File: config.mk
export PLATFORM = sky130hd
export DESIGN_NAME = mem_arbiter
export DESIGN_NICKNAME = d
export VERILOG_FILES = /design/src/rtl/mem_arbiter.sv
export SDC_FILE = /design/constraint.sdc
export NUM_CORES = 1
export LEC_CHECK = 0
export ABC_AREA = 1
export ABC_CLOCK_PERIOD_IN_PS = 1650
export CORE_AREA = 2 2 214 216
export DETAILED_ROUTE_END_ITERATION = 8
export DIE_AREA = 0 0 216 218
export GPL_TIMING_DRIVEN = 1
export PLACE_DENSITY = 0.53
export SKIP_CTS_REPAIR_TIMING = 1
export SKIP_LAST_GASP = 1
export SLEW_MARGIN = 10
export SYNTH_ARGS = -nofsm -noshare
export SYNTH_HDL_FRONTEND = slang
export SYNTH_SLANG_ARGS = --single-unit
File: constraint.sdc
create_clock -name clk -period 1.65 [get_ports clk]
set_clock_uncertainty 0.2 [all_clocks]
set_input_delay 0.33 -clock clk [delete_from_list [all_inputs] [get_ports clk]]
set_output_delay 0.33 -clock clk [all_outputs]
set_load 0.02 [all_outputs]
File: src/rtl/mem_arbiter.sv
// mem_arbiter: two-way round-robin arbiter sharing the single MEM port
// between IFU and LSU; one ce pulse per transaction, registered response.
module mem_arbiter #(
    parameter int unsigned LATENCY = 1
) (
    input  logic        clk,
    input  logic        rst,
    input  logic        ifu_req_valid,
    output logic        ifu_req_ready,
    input  logic [63:0] ifu_req_addr,
    output logic        ifu_resp_valid,
    input  logic        ifu_resp_ready,
    output logic [63:0] ifu_resp_data,
    input  logic        lsu_req_valid,
    output logic        lsu_req_ready,
    input  logic [63:0] lsu_req_addr,
    input  logic        lsu_req_we,
    input  logic [63:0] lsu_req_wdata,
    input  logic [7:0]  lsu_req_wmask,
    output logic        lsu_resp_valid,
    input  logic        lsu_resp_ready,
    output logic [63:0] lsu_resp_data,
    output logic [63:0] mem_addr,
    output logic        mem_ce,
    output logic        mem_we,
    output logic [63:0] mem_wdata,
    output logic [7:0]  mem_wmask,
    input  logic [63:0] mem_rdata,
    output logic        busy
);

    typedef enum logic [1:0] {
        S_IDLE,
        S_ACCESS,
        S_RESP
    } state_t;

    localparam logic OWN_IFU = 1'b0;
    localparam logic OWN_LSU = 1'b1;
    localparam logic [3:0] LAT = 4'(LATENCY);

    state_t      state_q, state_d;
    logic        owner_q, owner_d;
    logic        last_grant_q, last_grant_d;
    logic [3:0]  cnt_q, cnt_d;
    logic [63:0] rdata_q, rdata_d;
    logic        ce_q, ce_d;
    logic        we_q, we_d;
    logic [63:0] addr_q, addr_d;
    logic [63:0] wdata_q, wdata_d;
    logic [7:0]  wmask_q, wmask_d;
    logic        ifu_rv_q, ifu_rv_d;
    logic        lsu_rv_q, lsu_rv_d;

    logic ifu_grant;
    logic lsu_grant;
    logic owner_ack;

    // On a tie the requester that did not win last time goes first.
    always_comb begin
        ifu_grant = ifu_req_valid
                  & (~lsu_req_valid | (last_grant_q == OWN_LSU));
        lsu_grant = lsu_req_valid
                  & (~ifu_req_valid | (last_grant_q == OWN_IFU));
        ifu_req_ready = (state_q == S_IDLE) & ifu_grant;
        lsu_req_ready = (state_q == S_IDLE) & lsu_grant;
        owner_ack = (owner_q == OWN_LSU) ? lsu_resp_ready
                                         : ifu_resp_ready;
    end

    always_comb begin
        state_d      = state_q;
        owner_d      = owner_q;
        last_grant_d = last_grant_q;
        cnt_d        = cnt_q;
        rdata_d      = rdata_q;
        ifu_rv_d     = ifu_rv_q;
        lsu_rv_d     = lsu_rv_q;
        ce_d         = 1'b0;
        we_d         = 1'b0;
        addr_d       = 64'h0;
        wdata_d      = 64'h0;
        wmask_d      = 8'h0;
        unique case (state_q)
            S_IDLE: begin
                if (ifu_req_ready || lsu_req_ready) begin
                    state_d      = S_ACCESS;
                    owner_d      = lsu_req_ready;
                    last_grant_d = lsu_req_ready;
                    cnt_d        = LAT;
                    ce_d         = 1'b1;
                    if (lsu_req_ready) begin
                        we_d    = lsu_req_we;
                        addr_d  = lsu_req_addr;
                        wdata_d = lsu_req_wdata;
                        wmask_d = lsu_req_wmask;
                    end else begin
                        addr_d  = ifu_req_addr;
                    end
                end
            end
            S_ACCESS: begin
                if (ce_q) begin
                    rdata_d = we_q ? 64'h0 : mem_rdata;
                end
                // A count of 0 is treated like 1 so the FSM cannot wrap.
                if (cnt_q <= 4'd1) begin
                    state_d  = S_RESP;
                    ifu_rv_d = (owner_q == OWN_IFU);
                    lsu_rv_d = (owner_q == OWN_LSU);
                end else begin
                    cnt_d = cnt_q - 4'd1;
                end
            end
            S_RESP: begin
                if (owner_ack) begin
                    state_d  = S_IDLE;
                    ifu_rv_d = 1'b0;
                    lsu_rv_d = 1'b0;
                end
            end
            default: begin
                state_d = S_IDLE;
            end
        endcase
    end

    always_ff @(posedge clk) begin
        if (rst) begin
            state_q      <= S_IDLE;
            owner_q      <= OWN_IFU;
            last_grant_q <= OWN_IFU;
            cnt_q        <= 4'h0;
            rdata_q      <= 64'h0;
            ce_q         <= 1'b0;
            we_q         <= 1'b0;
            addr_q       <= 64'h0;
            wdata_q      <= 64'h0;
            wmask_q      <= 8'h0;
            ifu_rv_q     <= 1'b0;
            lsu_rv_q     <= 1'b0;
        end else begin
            state_q      <= state_d;
            owner_q      <= owner_d;
            last_grant_q <= last_grant_d;
            cnt_q        <= cnt_d;
            rdata_q      <= rdata_d;
            ce_q         <= ce_d;
            we_q         <= we_d;
            addr_q       <= addr_d;
            wdata_q      <= wdata_d;
            wmask_q      <= wmask_d;
            ifu_rv_q     <= ifu_rv_d;
            lsu_rv_q     <= lsu_rv_d;
        end
    end

    assign mem_ce    = ce_q;
    assign mem_we    = we_q;
    assign mem_addr  = addr_q;
    assign mem_wdata = wdata_q;
    assign mem_wmask = wmask_q;

    assign ifu_resp_valid = ifu_rv_q;
    assign lsu_resp_valid = lsu_rv_q;
    assign ifu_resp_data  = ifu_rv_q ? rdata_q : 64'h0;
    assign lsu_resp_data  = lsu_rv_q ? rdata_q : 64'h0;

    assign busy = (state_q != S_IDLE);

endmodule
* After elaboration in Yosys (flattened, before gate mapping)
Index checks and enable logic that the tools add are counted.
** Word-level totals
- Bits in registers :: 211
- Output and inout port bits :: 271
- Input bits :: 271
- Word-level logic and storage cells :: 62
** Operators by class
- Muxes and demuxes :: 18
- Bitwise operators :: 12
- Reduce and logical (&&, ||, !) cells :: 13
- Add/sub/neg operators :: 1
- Magnitude comparators :: 1
- Equality and inequality tests :: 6
** Operators by type and width (count)
- 64-bit two-way mux :: 4
- 3-bit AND reduction :: 3
- 4-bit two-way mux :: 2
- 4-bit case mux with 2 select lines :: 1
- 2-bit two-way mux :: 3
- 2-bit inequality test (second input constant) :: 3
- 1-bit inverter :: 6
- 2-bit case mux with 3 select lines :: 1
- 2-bit nonzero test :: 3
- 1-bit two-way mux :: 5
- 1-bit bitwise AND :: 4
- 4-bit by 1-bit less-or-equal comparator with 1-bit output (second input constant) :: 1
- 1-bit case mux with 2 select lines :: 2
- 2-bit AND reduction :: 2
- 4-bit OR reduction :: 1
- 4-bit by 1-bit subtractor with 4-bit output (second input constant) :: 1
- 3-bit OR reduction :: 1
- 2-bit by 1-bit == test with 1-bit output (second input constant) :: 1
- 2-bit == test (second input constant) :: 1
- 2-bit zero test :: 1
- 2-bit by 1-bit inequality test with 1-bit output (second input constant) :: 1
- 1-bit bitwise OR :: 2
- 2-bit OR reduction :: 1
- 1-bit logical OR :: 1

* Longest topological paths before layout
- Word-level depth :: 7
- Gate-level depth with buffers :: 10

* Worst setup path after synthesis
OpenSTA, ideal clock, no wires.
- Kind :: flip-flop to output port
- Start point :: reg ifu_rv_q (netlist: ifu_resp_valid)
- End point :: out ifu_resp_data[25]
- Buffers on the path :: 2
- Arrival :: 1.224 ns
- Cell stages (with the launch flop) :: 5
- Required time :: 1.120 ns
- Path slack :: -0.104 ns
- Path through :: dfxtp_1 > clkbuf_1 > clkbuf_1 > nand2_1 > inv_1
** Between the ends
- Word-level cells in the longest chain between the ends :: 1
** Ends and longest elaborated chain
- start: declaration :: RTL line 52 : logic ifu_rv_q, ifu_rv_d;
- start signal: assignment :: RTL line 153 : ifu_rv_q <= ifu_rv_d;
- 64-bit two-way mux :: RTL line 166 : assign ifu_resp_data = ifu_rv_q ? rdata_q : 64'h0;
- end: declaration :: RTL line 13 : output logic [63:0] ifu_resp_data,
No other way between the ends.

* Final worst setup path
- Start point :: reg ifu_rv_q (netlist: ifu_resp_valid)
- End point :: out ifu_resp_data[49]
Same word-level chain as after synthesis.

==> results.json <==
{
  "run_status": "finished, violations left",
  "violations": "negative setup slack",
  "area.growth.synth_to_final_pct": 81.86,
  "drt_iter0_markers": 342,
  "power.ir.vdd_worst_mv": 0.7296,
  "p_comb_share_pct": 29.2,
  "cts_tree": "done",
  "cpPeakStageDelay_ps": 410,
  "rows": 78,
  "seq_power_share_pct": 34.4,
  "crit_path_cell_trace": "clkbuf_16 -> nand2_1 -> inv_1 -> buf_4",
  "drv.max_cap_violation_count": 0,
  "cts_buffers": 26,
  "final_max_slew_viol_count": 0,
  "setup_violations": 195,
  "fmax_mhz": 491.2,
  "critical_path_required_ps": 1120,
  "yosys.area_share.simple_pct": 24.85,
  "gpl.final_weighted_congestion": 0.9125,
  "switchingPower_mw": 5.166,
  "clock_insertion_delay_worst_skew_ps": 540,
  "crit_path_end": "ifu_resp_data[49]",
  "unrepaired_setup_endpoints_after_global_routing": "yes",
  "worst_setup_path_startpoint": "ifu_resp_valid",
  "syn_avg_cell_area_um2": 7.439,
  "yosysWarningCount": 0,
  "synth_seq_cells": 211,
  "largest_buffer_count_on_any_clock_path": 3,
  "crit_path_top_delay_cell": "dfxtp_4",
  "hold_path.class": "in2reg",
  "reg2reg_depth": 11,
  "total_leakage_power_nw": 8.415,
  "ioPinCount": 542,
  "area_enclosed_by_the_die_boundary_um2": 47090,
  "die_height_um": 218,
  "synthesis.area_um2": 8518,
  "relSlewSlack_pct": 79.23,
  "power.share.clock_pct": 36.4,
  "postSynthCellCount": 1145,
  "coreArea_um2": 44890,
  "sw_frac_of_total_pct": 30.61,
  "pre_antenna_drt_iters": 5,
  "post-dp-hpwl_mm": 27.53,
  "design.final.nets": 1999,
  "drt_drc": 0,
  "final_critical_path_setup_slack_ps": -385.8,
  "maximum_number_of_pins_on_one_net_before_global_route_repair": 66,
  "synth_net_count": 1418,
  "setup-tns-final_ps": -45540,
  "synth_cell_types": 29,
  "grt_overflow": 0,
  "finish.utilization_pct": 34.51,
  "buffer_ports.inserted": 541,
  "critPathKind": "reg2out",
  "ant_nets": 0,
  "global_route.peak_usage_layer": "met2",
  "cp-end-kind": "output port",
  "internal_power_mw": 11.71,
  "regToRegSetupSlack_ps": -140,
  "worst_r2r_endpoint": "mem_addr[54]",
  "die_width_um": 216,
  "start_util_pct": 18.97,
  "time_the_worst_path_needs_with_i_o_delays_and_setup_ps": 2036,
  "fraction_of_the_yosys_area_taken_by_sequential_cells_pct": 49.59,
  "synth_compound_area_share_pct": 9.548,
  "met1_usage_pct": 14.66,
  "via_per_inst": 3.987,
  "cp-start-kind": "flip-flop",
  "via_count": 9350,
  "critPathMaxFanout": 23,
  "drive_above_1_share_pct": 24.47,
  "hold_viol_final": 0,
  "global_route.usage.met2_pct": 26.28,
  "cts_htree_levels": 1,
  "synth_top_family_by_area": "simple AND/OR/NAND/NOR gates",
  "worst-endpoint-arrival_ps": 1510,
  "worst_path_clk_slew_ps": 60,
  "post_synth_xor_xnor_area_pct": 0.1028,
  "n_antenna_cell": 0,
  "grt_util_met3_pct": 5.453,
  "cts.sink_count": 211,
  "gr-usage-all-layers_pct": 14.26,
  "p_per_area_nw_per_um2": 1089,
  "antenna_violations_before_repair": 3,
  "clk_root_buffer_cell": "clkbuf_16",
  "synth.mux.area_fraction_pct": 0,
  "period_share_pct": 123.4,
  "worst_slew_pin_slew_ps": 311.5,
  "first_global_vias": 8909,
  "grt_first_pass_wirelength_mm": 51.89,
  "totalWireLength_mm": 38.00,
  "critical_path.reg2reg.startpoint": "state_q[0]",
  "routed_wire_length_per_instance_um": 16.20,
  "synth_fa_ha_area_share_pct": 0.2938
}
==> cells by family (layout without fill, tap and decap cells) <==
logic type | after synthesis | in the layout
DFF | 211 | 211
AOI/OAI and AO/OA | 138 | 138
adders and majority gates | 2 | 2
and+or+nand+nor | 502 | 502
xor gates and xnor gates | 1 | 1
buffers and inverters | 291 | 891
==> power groups by stage <==
stage / clock [mW] / sequential, mW / combinational [mW]
floorplan: 0 / 6.28 / 1.82
global placement: 0 / 5.87 / 4.53
detailed placement: 0 / 5.88 / 4.53
CTS: 6.38 / 5.77 / 4.55
global route: 6.56 / 5.86 / 5.30
finish: 6.14 / 5.81 / 4.93
==> routing by layer <==
layer / up-vias / share of wire [%]
li1: 4630 / -
met1: 4243 / 37
met2: 404 / 51
met3: 67 / 9.6
met4: 6 / 3.1
met5: - / 0.11
==> worst max-delay path, delay by kind of cell (launching register included) <==
family | cells | cell delay (ps)
buf+inv | 3 | 500
flops | 1 | 410
simple gates | 1 | 70
==> cells in the final DEF (no fill, tap or decap), types with 4 or more instances in the layout <==
cell type / count
o21ai_1: 30
a21oi_1: 70
inv_1: 212
buf_8: 4
clkbuf_16: 41
nand3_1: 6
clkinv_2: 5
buf_12: 24
nand2_1: 207
buf_2: 4
clkdlybuf4s50_1: 269
o21ai_2: 30
dlymetal6s2s_1: 43
nor2_2: 10
nand4_1: 64
o21ai_0: 5
buf_4: 51
clkbuf_2: 210
clkbuf_8: 5
nor2_1: 202
dfxtp_2: 5
dfxtp_1: 203
bufinv_16: 4
nand2_2: 4
buf_6: 7
==> sequential cells by signal, summed over array words and instances (netlist names) <==
name	count
lsu_resp_valid	1
mem_addr	64
mem_ce	1
cnt_q	4
mem_we	1
mem_wmask	8
mem_wdata	64
state_q	2
ifu_resp_valid	1
last_grant_q	1
rdata_q	64
==> final cells by class <==
type	instances	area, µm²
clock buffer	34	752.0
clock inverter	13	177.7
fill	4813	29400
inverter	215	812.0
multi-input combinational	643	3020
sequential	211	4242
tap	600	750.7
timing repair buffer	629	5737
==> synthesized netlist by cell type, drive strengths merged <==
library cell	n	area (µm²)
buf	49	412.9
nand3b	2	15.01
a21oi	71	355.3
ha	2	25.02
xnor2	1	8.760
inv	215	807.0
dfxtp	211	4224
a211oi	1	7.510
nor2	215	844.6
o21ai	66	450.4
nand2	213	812.0
nand3	8	45.04
nand4	64	400.4
clkbuf	27	110.1
==> metrics by stage <==
step / hold slack [ps] / cells / setup WS (ps) / power, mW / instance area [µm²]
after floorplan: 242.2 / 1145 / 61.84 / 8.099 / 8538
after CTS: 71.24 / 2316 / -888.2 / 16.70 / 15800
after global routing: 89.71 / 2345 / -464.3 / 17.72 / 15490
final: 95.94 / 2345 / -385.8 / 16.88 / 15490
after global placement: 268.6 / 2269 / -643.3 / 10.40 / 14870
after detailed placement: 274.9 / 2269 / -576.0 / 10.41 / 14870
==> worst min-delay path by stage <==
stage	startpoint	end	slack, ps	cells past startpoint
floorplan	lsu_req_wdata[0]	mem_wdata[0]	240	2
global placement	rdata_q[42]	rdata_q[42]	270	2
detailed placement	rdata_q[21]	rdata_q[21]	270	2
CTS	rst	state_q[1]	70	3
global route	lsu_req_we	mem_we	90	3
finish	rst	rdata_q[60]	100	3
No activity file was read; power rests on OpenSTA's default activity.
